`src/rtl/gpio_config_pkg.sv`:
```
// Shared definitions for the GPIO configuration serializer: pad mode words,
// the fabric config-done arming pattern and the transfer state encoding.
package gpio_config_pkg;

  localparam int          CONFIG_BITS_PER_IO_PAD = 12;
  localparam logic [47:0] CONFIG_DONE_SEQUENCE   = 48'hFEEDBADCA77E;

  localparam logic [11:0] GPIO_MODE_OUTPUT           = 12'h2C6;
  localparam logic [11:0] GPIO_MODE_INPUT            = 12'h4C1;
  localparam logic [11:0] GPIO_MODE_BIDIRECTIONAL    = 12'h006;
  localparam logic [11:0] GPIO_MODE_FORCE_ONE_OUTPUT = 12'hB86;

  typedef enum logic [2:0] {
    IDLE,
    SHIFT_LO,
    SHIFT_HI,
    LOAD,
    DONE
  } state_e;

endpackage

```
`src/rtl/gpio_config_serializer_timer.sv`:
```
// Phase timer: counts clk cycles spent in the current serializer state and
// flags the last cycle of a CLK_DIV-long phase. Restarted on every state change.
module config_phase_timer #(
  parameter int CLK_DIV = 4
) (
  input  logic clk,
  input  logic rst,
  input  logic restart_i,
  output logic tc_o
);

  localparam int             W    = $clog2(CLK_DIV + 1);
  localparam logic [W-1:0]   LAST = W'(CLK_DIV - 1);

  logic [W-1:0] count_q;
  logic [W-1:0] count_d;

  // Count up from zero after a restart and park on the terminal value.
  always_comb begin
    count_d = count_q;
    if (restart_i) begin
      count_d = '0;
    end else if (count_q != LAST) begin
      count_d = count_q + 1'b1;
    end
  end

  // Counter register.
  always_ff @(posedge clk or posedge rst) begin
    if (rst) begin
      count_q <= '0;
    end else begin
      count_q <= count_d;
    end
  end

  assign tc_o = (count_q == LAST);

endmodule

```
`src/rtl/gpio_config_serializer.sv`:
```
// GPIO configuration serializer: once the fabric presents the config-done
// word, snapshots all pad mode words and shifts them MSB-first (highest pad
// first) into the pad-control chain, then pulses the chain load strobe.
module gpio_config_serializer
  import gpio_config_pkg::*;
#(
  parameter int          NUM_PADS      = 12,
  parameter int          BITS_PER_PAD  = CONFIG_BITS_PER_IO_PAD,
  parameter int          CLK_DIV       = 4,
  parameter logic [47:0] DONE_SEQUENCE = CONFIG_DONE_SEQUENCE
) (
  input  logic                             clk,
  input  logic                             rst,
  input  logic [NUM_PADS*BITS_PER_PAD-1:0] mode_words,
  input  logic [47:0]                      done_word,
  input  logic                             reload,
  output logic                             serial_clock,
  output logic                             serial_data,
  output logic                             serial_load,
  output logic                             busy,
  output logic                             done
);

  localparam int            N        = NUM_PADS * BITS_PER_PAD;
  localparam int            BW       = $clog2(N + 1);
  localparam logic [BW-1:0] LAST_BIT = BW'(N - 1);

  state_e        state_q, state_d;
  logic          match, match_q;
  logic          start;
  logic          phase_tc;
  logic          state_change;
  logic          last_bit;
  logic [N-1:0]  shadow_q, shadow_d;
  logic [BW-1:0] bit_cnt_q, bit_cnt_d;
  logic          sclk_q, sclk_d;
  logic          sdata_q, sdata_d;
  logic          sload_q, sload_d;
  logic          busy_q, busy_d;
  logic          done_q, done_d;

  assign match        = (done_word == DONE_SEQUENCE);
  assign start        = ((state_q == IDLE) || (state_q == DONE)) &&
                        ((match && !match_q) || (reload && match));
  assign last_bit     = (bit_cnt_q == LAST_BIT);
  assign state_change = (state_d != state_q);

  config_phase_timer #(
    .CLK_DIV (CLK_DIV)
  ) u_phase_timer (
    .clk       (clk),
    .rst       (rst),
    .restart_i (state_change),
    .tc_o      (phase_tc)
  );

  // Next-state logic; output registers are derived from the next state so
  // every output changes on the same edge as the state it reflects.
  always_comb begin
    state_d   = state_q;
    shadow_d  = shadow_q;
    bit_cnt_d = bit_cnt_q;
    sdata_d   = sdata_q;
    case (state_q)
      IDLE, DONE: begin
        if (start) begin
          state_d   = SHIFT_LO;
          shadow_d  = mode_words;
          bit_cnt_d = '0;
          sdata_d   = mode_words[N-1];
        end
      end
      SHIFT_LO: begin
        if (phase_tc) begin
          state_d = SHIFT_HI;
        end
      end
      SHIFT_HI: begin
        if (phase_tc) begin
          if (last_bit) begin
            state_d = LOAD;
          end else begin
            state_d   = SHIFT_LO;
            bit_cnt_d = bit_cnt_q + 1'b1;
            shadow_d  = {shadow_q[N-2:0], shadow_q[N-1]};
            sdata_d   = shadow_q[N-2];
          end
        end
      end
      LOAD: begin
        if (phase_tc) begin
          state_d = DONE;
        end
      end
      default: begin
        state_d = IDLE;
      end
    endcase
    sclk_d  = (state_d == SHIFT_HI);
    sload_d = (state_d == LOAD);
    busy_d  = (state_d == SHIFT_LO) || (state_d == SHIFT_HI) || (state_d == LOAD);
    done_d  = (state_d == DONE);
  end

  // State, snapshot, counter, arming edge detector and output registers.
  always_ff @(posedge clk or posedge rst) begin
    if (rst) begin
      state_q   <= IDLE;
      match_q   <= 1'b0;
      shadow_q  <= '0;
      bit_cnt_q <= '0;
      sclk_q    <= 1'b0;
      sdata_q   <= 1'b0;
      sload_q   <= 1'b0;
      busy_q    <= 1'b0;
      done_q    <= 1'b0;
    end else begin
      state_q   <= state_d;
      match_q   <= match;
      shadow_q  <= shadow_d;
      bit_cnt_q <= bit_cnt_d;
      sclk_q    <= sclk_d;
      sdata_q   <= sdata_d;
      sload_q   <= sload_d;
      busy_q    <= busy_d;
      done_q    <= done_d;
    end
  end

  assign serial_clock = sclk_q;
  assign serial_data  = sdata_q;
  assign serial_load  = sload_q;
  assign busy         = busy_q;
  assign done         = done_q;

endmodule
```
`config.mk`:
```
export PLATFORM = sky130hd
export DESIGN_NAME = gpio_config_serializer
export DESIGN_NICKNAME = d
export VERILOG_FILES = /design/src/rtl/gpio_config_pkg.sv /design/src/rtl/gpio_config_serializer_timer.sv /design/src/rtl/gpio_config_serializer.sv
export SDC_FILE = /design/constraint.sdc
export NUM_CORES = 1
export LEC_CHECK = 0
export ABC_AREA = 1
export CORE_MARGIN = 2
export CORE_UTILIZATION = 33
export CTS_CLUSTER_SIZE = 30
export DETAILED_ROUTE_END_ITERATION = 7
export SYNTH_ARGS = -nofsm -noshare
export SYNTH_HDL_FRONTEND = slang
export SYNTH_HIERARCHICAL = 1
export SYNTH_SLANG_ARGS = --single-unit
export TNS_END_PERCENT = 10
```
`constraint.sdc`:
```
create_clock -name clk -period 12.1 [get_ports clk]
set_clock_uncertainty 0.05 [all_clocks]
set_input_delay 3.025 -clock clk [delete_from_list [all_inputs] [get_ports clk]]
set_output_delay 3.025 -clock clk [all_outputs]
set_load 0.02 [all_outputs]
```
Word level (Yosys, flattened, before mapping)
Cells that the tools add are included.
{ "classes": {"addsub": 2, "n_eq_ne": 16, "mux": 20, "reduce_logical": 13} }
{ "op_table": {"columns": ["operator", "n"], "rows": [
  ["144-bit two-way mux", 3],
  ["144-bit case mux with 2 select lines", 1],
  ["48-bit == test (second input constant)", 1],
  ["8-bit two-way mux", 3],
  ["3-bit two-way mux", 6],
  ["8-bit case mux with 2 select lines", 1],
  ["3-bit by 2-bit == test with 1-bit output (second input constant)", 5],
  ["3-bit case mux with 4 select lines", 1],
  ["8-bit by 1-bit adder with 8-bit output (second input constant)", 1],
  ["8-bit == test (second input constant)", 1],
  ["3-bit by 1-bit == test with 1-bit output (second input constant)", 2],
  ["3-bit == test (second input constant)", 2],
  ["2-bit != test (second input constant)", 3],
  ["1-bit logical OR", 4],
  ["4-bit AND reduction", 1],
  ["2-bit nonzero test", 2],
  ["3-bit by 1-bit adder with 3-bit output (second input constant)", 1],
  ["1-bit logical AND", 3],
  ["3-bit logical NOT", 1],
  ["1-bit two-way mux", 3],
  ["3-bit by 2-bit != test with 1-bit output (second input constant)", 1],
  ["3-bit != test", 1],
  ["2-bit two-way mux", 1],
  ["1-bit case mux with 2 select lines", 1],
  ["other kinds (2)", 2]
]} }
{ "word_totals": {"regBits": 164, "input_bits": 195, "elab_cells": 61} }

Logic depth before layout (Yosys ltp)
Gate-level depths: netlist (run 1).
{ "logic_depth": {"word_depth": 9, "ltp_mapped": 14, "ltp_nobuf": 13} }

By module
The synthesis (run 1) kept the hierarchy.
{ "modules_own_cells": {"columns": ["mod", "n_inst", "cells_per_inst", "area_each_um2"], "rows": [
  ["gpio_config_serializer", 1, 1291, 8608.3],
  ["config_phase_timer", 1, 20, 162.7]
]} }

Worst setup path before layout (run 1)
OpenSTA, ideal clock, no wires.
{ "synth_timing": {"path_kind": "input to register", "from": "input port done_word[38]", "to": "register u_phase_timer.count_q[0]", "arrival_time_ps": 4073, "required_ps": 11933, "slack_ps": 7860, "stages": 14, "path_cell_list": "inv_1 -> nor2_1 -> nand2_1 -> nor2_1 -> nand2_1 -> nor2_1 -> nand4_1 -> buf_2 -> nand2_1 -> nand2_1 -> nand2_1 -> inv_1 -> nand3_1 -> nand2_1"} }
{ "synth_via": {"elab_chain_cells": 8, "word_cells_on_any_way": 10} }
{ "synth_lines": {"columns": ["element", "line_no", "source"], "rows": [
  ["from (decl)", "gpio_config_serializer.sv:15", "input logic [47:0] done_word,"],
  ["48-bit == test (*)", "gpio_config_serializer.sv:42", "assign match = (done_word == DONE_SEQUENCE);"],
  ["1-bit logical AND", "gpio_config_serializer.sv:44", "((match && !match_q) || (reload && match));"],
  ["1-bit logical OR (*)", "gpio_config_serializer.sv:44", null],
  ["1-bit logical AND (*)", "gpio_config_serializer.sv:43", "assign start = ((state_q == IDLE) || (state_q == DONE)) &&"],
  ["3-bit two-way mux (*)", "gpio_config_serializer.sv:66", "if (start) begin"],
  ["3-bit case mux with 4 select lines (*)", "gpio_config_serializer.sv:64", "case (state_q)"],
  ["via state_d[0]", "gpio_config_serializer.sv:28", "state_e state_q, state_d;"],
  ["3-bit != test (*)", "gpio_config_serializer.sv:46", "assign state_change = (state_d != state_q);"],
  ["via state_change", "gpio_config_serializer.sv:32", "logic state_change;"],
  ["3-bit two-way mux or 2-bit nonzero test (tied branches)", null, null],
  ["to (signal assigned)", "gpio_config_serializer_timer.sv:33", "count_q <= count_d;"],
  ["to (decl)", "gpio_config_serializer_timer.sv:15", "logic [W-1:0] count_q;"]
]} }
Mark *: on every way through the listed nets, which the timed path passes. The rest lies on a longest branch.
A chain may end at the register's enable or synchronous reset.

Final worst setup path (run 1)
{ "layout_timing": {"from": "input port done_word[18]", "to": "register shadow_q[12]"} }
{ "layout_via": {"elab_chain_cells": 6, "word_cells_on_any_way": 7} }
{ "layout_lines": {"columns": ["element", "line_no", "source"], "rows": [
  ["48-bit == test (*)", "gpio_config_serializer.sv:42", null],
  ["1-bit logical AND", "gpio_config_serializer.sv:44", null],
  ["1-bit logical OR (*)", "gpio_config_serializer.sv:44", null],
  ["1-bit logical AND (*)", "gpio_config_serializer.sv:43", null],
  ["2-bit != test (no source line) (*)", null, null],
  ["4-bit AND reduction (no source line) (*)", null, null],
  ["to (signal assigned)", "gpio_config_serializer.sv:120", "shadow_q <= shadow_d;"],
  ["to (decl)", "gpio_config_serializer.sv:34", "logic [N-1:0] shadow_q, shadow_d;"]
]} }
Every way passes the cells marked *; elsewhere a longest branch is shown, timed or not.

==> results.cfg, run 1 <==
[cells_and_area]
areaGrowthSynthToFinish_pct = 31.4
fillCellCount = 2691
nNetsFinal = 1654
diodes = 0
drive_gt1_share_pct = 3.20
stdcell_area_um2 = 11500

[floorplan]
io_pins = 200
core_um2 = 26100
die_x_um = 167
rows = 59
start_util_pct = 33.7
die_h_um = 167
die-area_um2 = 27900

[power_and_ir_drop]
power_frac_comb_pct = 8.6
switchingPower_w = 0.000279
peakVddDrop_mv = 0.0778
clkPwrFrac_pct = 46.7
powerDensity_nw_per_um2 = 106
internal-power_w = 0.000942
sequentialPowerShare_pct = 44.6
swShare_pct = 22.9
leakage_nw = 5.43

[worst_setup_path]
cp_data_arrival_time_ns = 6.18
reg2reg_slack_ns = 8.34
r2r_start = u_phase_timer/count_q[0]
criticalPathCategory = input pin to flip-flop
r2r-end = shadow_q[12]
r2r_cells = 7
start_kind = input pin
cp_max_fo = 79
startpoint = done_word[18]
worstSetupEndpointType = flip-flop
crit_required_ns = 12.40
crit_end = shadow_q[12]

[hold_path]
hold_class = flip-flop to flip-flop

[cts]
ctsResizeCount = 0
htree_levels = 4
tritoncts = built
cts_made_buffers = 17
clock_latency_ns = 0.42
holdBufCountCts = 0
clk_pin_slew_ns = 0.06
cts_root_buf = clkbuf_16
numClockSinks = 163
cts_buffer_depth = 2
cts_setup_buffers = 0

[placed_design]
dpl-instance-area_um2 = 10900
port_buffers = 199
place.gp.congestion = 0.790
dpl.hpwl_um = 14500

[drt]
drc = 0
ant_nets = 0
first_iter_violations = 519
num_vias = 8372
via_per_inst = 4.64
wl_per_cell_um = 13.0
drtPass1Iterations = 5
drt-total-wl_um = 23400

[sta]
period_needed_ns = 5.88
clock.fmax_mhz = 170
worst_slew_pin_slew_ns = 0.996
maxSlewViolCount = 0
maxSlewHeadroom_pct = 33.6
finalSetupViolCount = 0
rsz0062_at_grt = no
hold_viol = 0
period_share_pct = 48.6
tns_ns = 0

[global_route]
grt_overflow = 0
grt_max_degree = 94
antenna_found_initial = 0
gr-usage-all-layers_pct = 16.7
grt_pass1_wl_um = 39100
grt_pass1_vias = 7880

[logic_synthesis]
synth_ff_type = dfrtp_1
syn-cell-area_um2 = 8770
syn_inst = 1311
synth_top_area_share_pct = 46.5
yosys-top-cells-count = nand2_1, dfrtp_1, nand3_1
synth_fp_nets = 1509
synth_edf_count = 0
async_flop_share_pct = 100
synth.avg_cell_area_um2 = 6.69
ys_seq_area_share_pct = 46.5
yosysUniqueCellTypes = 24
synth_warnings = 6
yosys.area.top_type = dfrtp_1
yosysMostFrequentCell = nand2_1
synth_seq_cells = 163
synthTopCellsByArea = dfrtp_1, nand2_1, nand3_1, buf_2, nor2_1

[job]
maxCapViolCount = 0

[outcome]
status = finished, final reports clean
## critical path, cell delays in order
cell and delay [ns]:
clkdlybuf4s50_1 0.49, inv_1 0.05, nor2_1 0.08, nand2_1 0.06
nor2_1 0.09, nand2_1 0.06, nor2_1 0.09, nand4_1 0.08
buf_4 0.37, nand2_4 0.71, buf_4 0.78, nand2_1 0.12
nand2_1 0.10
## cell type report
| type | instances | area (um^2) | share of cell area (%) |
|---|---|---|---|
| Multi-Input combinational cell | 1026 | 4200 | 36.4 |
| Sequential cell | 163 | 4080 | 35.4 |
| Timing Repair Buffer | 207 | 2050 | 17.8 |
| Clock buffer | 17 | 425 | 3.69 |
| Tap cell | 335 | 419 | 3.64 |
| Clock inverter | 15 | 195 | 1.69 |
| Inverter | 41 | 161 | 1.40 |
## registers in the layout (all words and copies together) (netlist names), 3 cells and up
register	cells
bit_cnt_q	8
state_q	3
u_phase_timer/count_q	3
shadow_q	144
## per-stage QoR
step	hold WS (ns)	worst slack, ns	instances	total power (W)	utilization [%]
detailed placement	0.443	5.78	1772	0.000662	41.9
CTS	0.461	6.21	1804	0.00124	44.2
floorplan	0.426	4.71	1311	0.000587	-
global route	0.474	5.88	1804	0.00127	44.2
finish	0.453	6.22	1804	0.00122	44.2
global placement	0.438	5.75	1772	0.000662	41.9
## metal layers
| metal | vias to the layer above | wire length [um] | GRT usage, % |
|---|---|---|---|
| met5 | - | 0 | 0 |
| met4 | 0 | 381 | 4.84 |
| met3 | 26 | 1020 | 2.92 |
| met2 | 192 | 10900 | 25.6 |
| met1 | 3814 | 11100 | 24.2 |
| li1 | 4340 | - | - |
## worst min path at each step
stage                       start  cells past startpoint  slack [ns]            end
floorplan            bit_cnt_q[7]                      2        0.43   bit_cnt_q[7]
global placement    shadow_q[106]                      2        0.44  shadow_q[106]
detailed placement   shadow_q[86]                      2        0.44   shadow_q[86]
CTS                  shadow_q[86]                      2        0.46   shadow_q[86]
global route        shadow_q[141]                      2        0.47  shadow_q[141]
finish              shadow_q[110]                      2        0.45  shadow_q[110]
## power by group through the flow
stage | Sequential, W | Clock [W] | Combinational (W)
2_1_floorplan | 0.000555 | 0 | 0.0000315
6_report | 0.000545 | 0.000571 | 0.000105
5_1_grt | 0.000544 | 0.000611 | 0.000117
4_1_cts | 0.000545 | 0.000589 | 0.000107
3_3_place_gp | 0.000555 | 0 | 0.000107
3_5_place_dp | 0.000555 | 0 | 0.000107
## layout by cell type (no fill, tap or decap)
master             n
nand3_1          161
nor3_4             1
nor4_1             2
inv_1             38
clkbuf_16         17
inv_6              5
inv_4              1
o21ai_0            1
clkinvlp_4         4
nand2_4            1
clkinv_4           2
nand4_1           11
nand2_1          787
inv_2              1
xnor2_1            2
ha_1               3
o31ai_1            1
a21oi_1            2
nor3_1             3
dfrtp_1          163
nand3_4            1
xor2_1             3
inv_8              2
bufinv_16          3
clkdlybuf4s50_1  199
nor2_2             1
buf_4              8
nor2_1            43
nor3b_1            3
## logic make-up (layout without fill, tap and decap cells)
kind of cell	count (synthesis)	count (layout)	synth area share, %
xor+xnor	5	5	0.499
flops	163	163	46.5
fa+ha+maj	3	3	0.428
buf+inv	122	280	5.81
compound gates	4	4	0.257
simple gates	1014	1014	46.5
(Power assumes the default switching activity.)
==> run 2: changes to the inputs <==
==> constraint.sdc (replaced) <==
create_clock -name clk -period 4.9 [get_ports clk]
set_clock_uncertainty 0.05 [all_clocks]
set_input_delay 1.225 -clock clk [delete_from_list [all_inputs] [get_ports clk]]
set_output_delay 1.225 -clock clk [all_outputs]
set_load 0.02 [all_outputs]
==> run 2 against run 1 <==
Critical path depth up 2; first-iteration DRC count up 29%; die area unchanged; via count up 0.30%; final area up 0.55%; clock power up 150%; clock-buffer cell count unchanged; non-clock buffer count up 3; flip-flop and latch count unchanged; global-route usage up 0.54 points; critical endpoint is now u_phase_timer/count_q[1]; highest routed layer unchanged.
==> results.cfg, run 2 (synthesized netlist as in run 1, its figures left out) <==
[cts]
clk_pin_slew_ns = 0.07
cts_setup_buffers = 0
numClockSinks = 163
cts_buffer_depth = 2
htree_levels = 4
holdBufCountCts = 0
ctsResizeCount = 0
cts_root_buf = clkbuf_16
cts_made_buffers = 17
clock_latency_ns = 0.42
tritoncts = built

[power_and_ir_drop]
internal-power_w = 0.00229
clkPwrFrac_pct = 46.6
power_frac_comb_pct = 8.7
powerDensity_nw_per_um2 = 260
switchingPower_w = 0.000723
sequentialPowerShare_pct = 44.6
leakage_nw = 5.47
swShare_pct = 24.0
peakVddDrop_mv = 0.195

[global_route]
grt_pass1_wl_um = 40400
grt_pass1_vias = 8146
antenna_found_initial = 1
gr-usage-all-layers_pct = 17.3
grt_overflow = 0
grt_max_degree = 161

[floorplan]
start_util_pct = 33.7
core_um2 = 26100
die_h_um = 167
rows = 59
io_pins = 200
die_x_um = 167
die-area_um2 = 27900

[sta]
hold_viol = 0
tns_ns = 0
period_needed_ns = 3.35
period_share_pct = 68.3
worst_slew_pin_slew_ns = 1.09
worst_slack_ns = 1.55
rsz0062_at_grt = no
maxSlewHeadroom_pct = 27.2
finalSetupViolCount = 0
clock.fmax_mhz = 299
maxSlewViolCount = 0

[hold_path]
hold_class = flip-flop to flip-flop

[placed_design]
place_ws_ns = 1.27
place.gp.congestion = 0.804
dpl.hpwl_um = 14200
port_buffers = 199

[drt]
wl_per_cell_um = 13.2
num_vias = 8397
drc = 0
ant_nets = 0
drtPass1Iterations = 5
via_per_inst = 4.64
first_iter_violations = 671
drt-total-wl_um = 23800

[worst_setup_path]
start_kind = input pin
crit_required_ns = 5.17
critPathSlowestCell = clkdlybuf4s50_1
path_cells = clkdlybuf4s50_1 > inv_1 > nor2_1 > nand2_1 > nor2_1 > nand2_1 > nor2_1 > nand4_1 > buf_12 > nand2_1 > nand2_1 > nand2_1 > inv_1 > nand3_1 > nand2_1
cp_data_arrival_time_ns = 3.62
cpMostUsedCell = nand2_1
worstSetupEndpointType = flip-flop
criticalPathCategory = input pin to flip-flop
max_stage_delay_ns = 0.49
cp_max_fo = 155

[job]
maxCapViolCount = 0

[cells_and_area]
top_register = shadow_q
mostFrequentLayoutCells = nand2_1, clkdlybuf4s50_1, dfrtp_1
largest_register_ff_count = 144
reg_top3 = shadow_q (144), bit_cnt_q (8)
layout_commonest_cell = nand2_1
drive_gt1_share_pct = 3.40
areaGrowthSynthToFinish_pct = 32.2
nNetsFinal = 1657

[outcome]
status = finished, final reports clean
==> run 2: worst paths after layout <==
kind                                from                        to  slack [ns]  cells past startpoint
setup / recovery            done_word[4]  u_phase_timer/count_q[1]        1.55                     15
hold / removal             shadow_q[110]             shadow_q[110]        0.46                      2
setup reg to reg              state_q[2]  u_phase_timer/count_q[2]        2.14                     12
hold reg to reg            shadow_q[110]             shadow_q[110]        0.46                      2
max in group asynchronous            rst              bit_cnt_q[6]        2.70                      3
min in group asynchronous            rst  u_phase_timer/count_q[0]        1.00                      2
==> run 2: power groups by stage <==
stage	clock, W	sequential [W]	combinational, W
after floorplan	0	0.00137	0.0000780
after global placement	0	0.00137	0.000267
after detailed placement	0	0.00137	0.000265
after CTS	0.00144	0.00134	0.000267
after global routing	0.00151	0.00134	0.000292
final	0.00140	0.00134	0.000262
==> run 2: layout make-up <==
class | instances | area, um^2
inverter | 41 | 160
antenna | 1 | 2.50
clock inverter | 15 | 185
clock buffer | 17 | 425
timing repair buffer | 210 | 2120
tap | 335 | 419
sequential | 163 | 4080
fill | 2657 | 14500
multi-input combinational | 1026 | 4200
==> run 2: per-layer routing <==
metal  up-vias  GRT usage (%)  part of all wire [%]  wire length (um)
met5         -              0                     0                 0
met4         0           4.39                   1.3               310
met1      3841           24.7                    49             11600
met2       194           26.7                    46             10900
li1       4343              -                     -                 -
met3        19           3.42                   4.3              1020
==> run 2: worst max-delay path, delay by kind of cell <==
family	cells	cell delay, ns
AND/OR/NAND/NOR	11	1.22
buffers and inverters	4	0.92
==> run 2: stage by stage <==
step	power, W	instances	area [um^2]	hold WS, ns	utilization (%)
finish	0.00301	1808	11600	0.456	44.5
global route	0.00315	1808	11600	0.480	44.5
CTS	0.00306	1807	11600	0.460	44.5
detailed placement	0.00164	1775	11000	0.443	42.1
global placement	0.00164	1775	11000	0.438	42.1
floorplan	0.00145	1311	8770	0.426	-
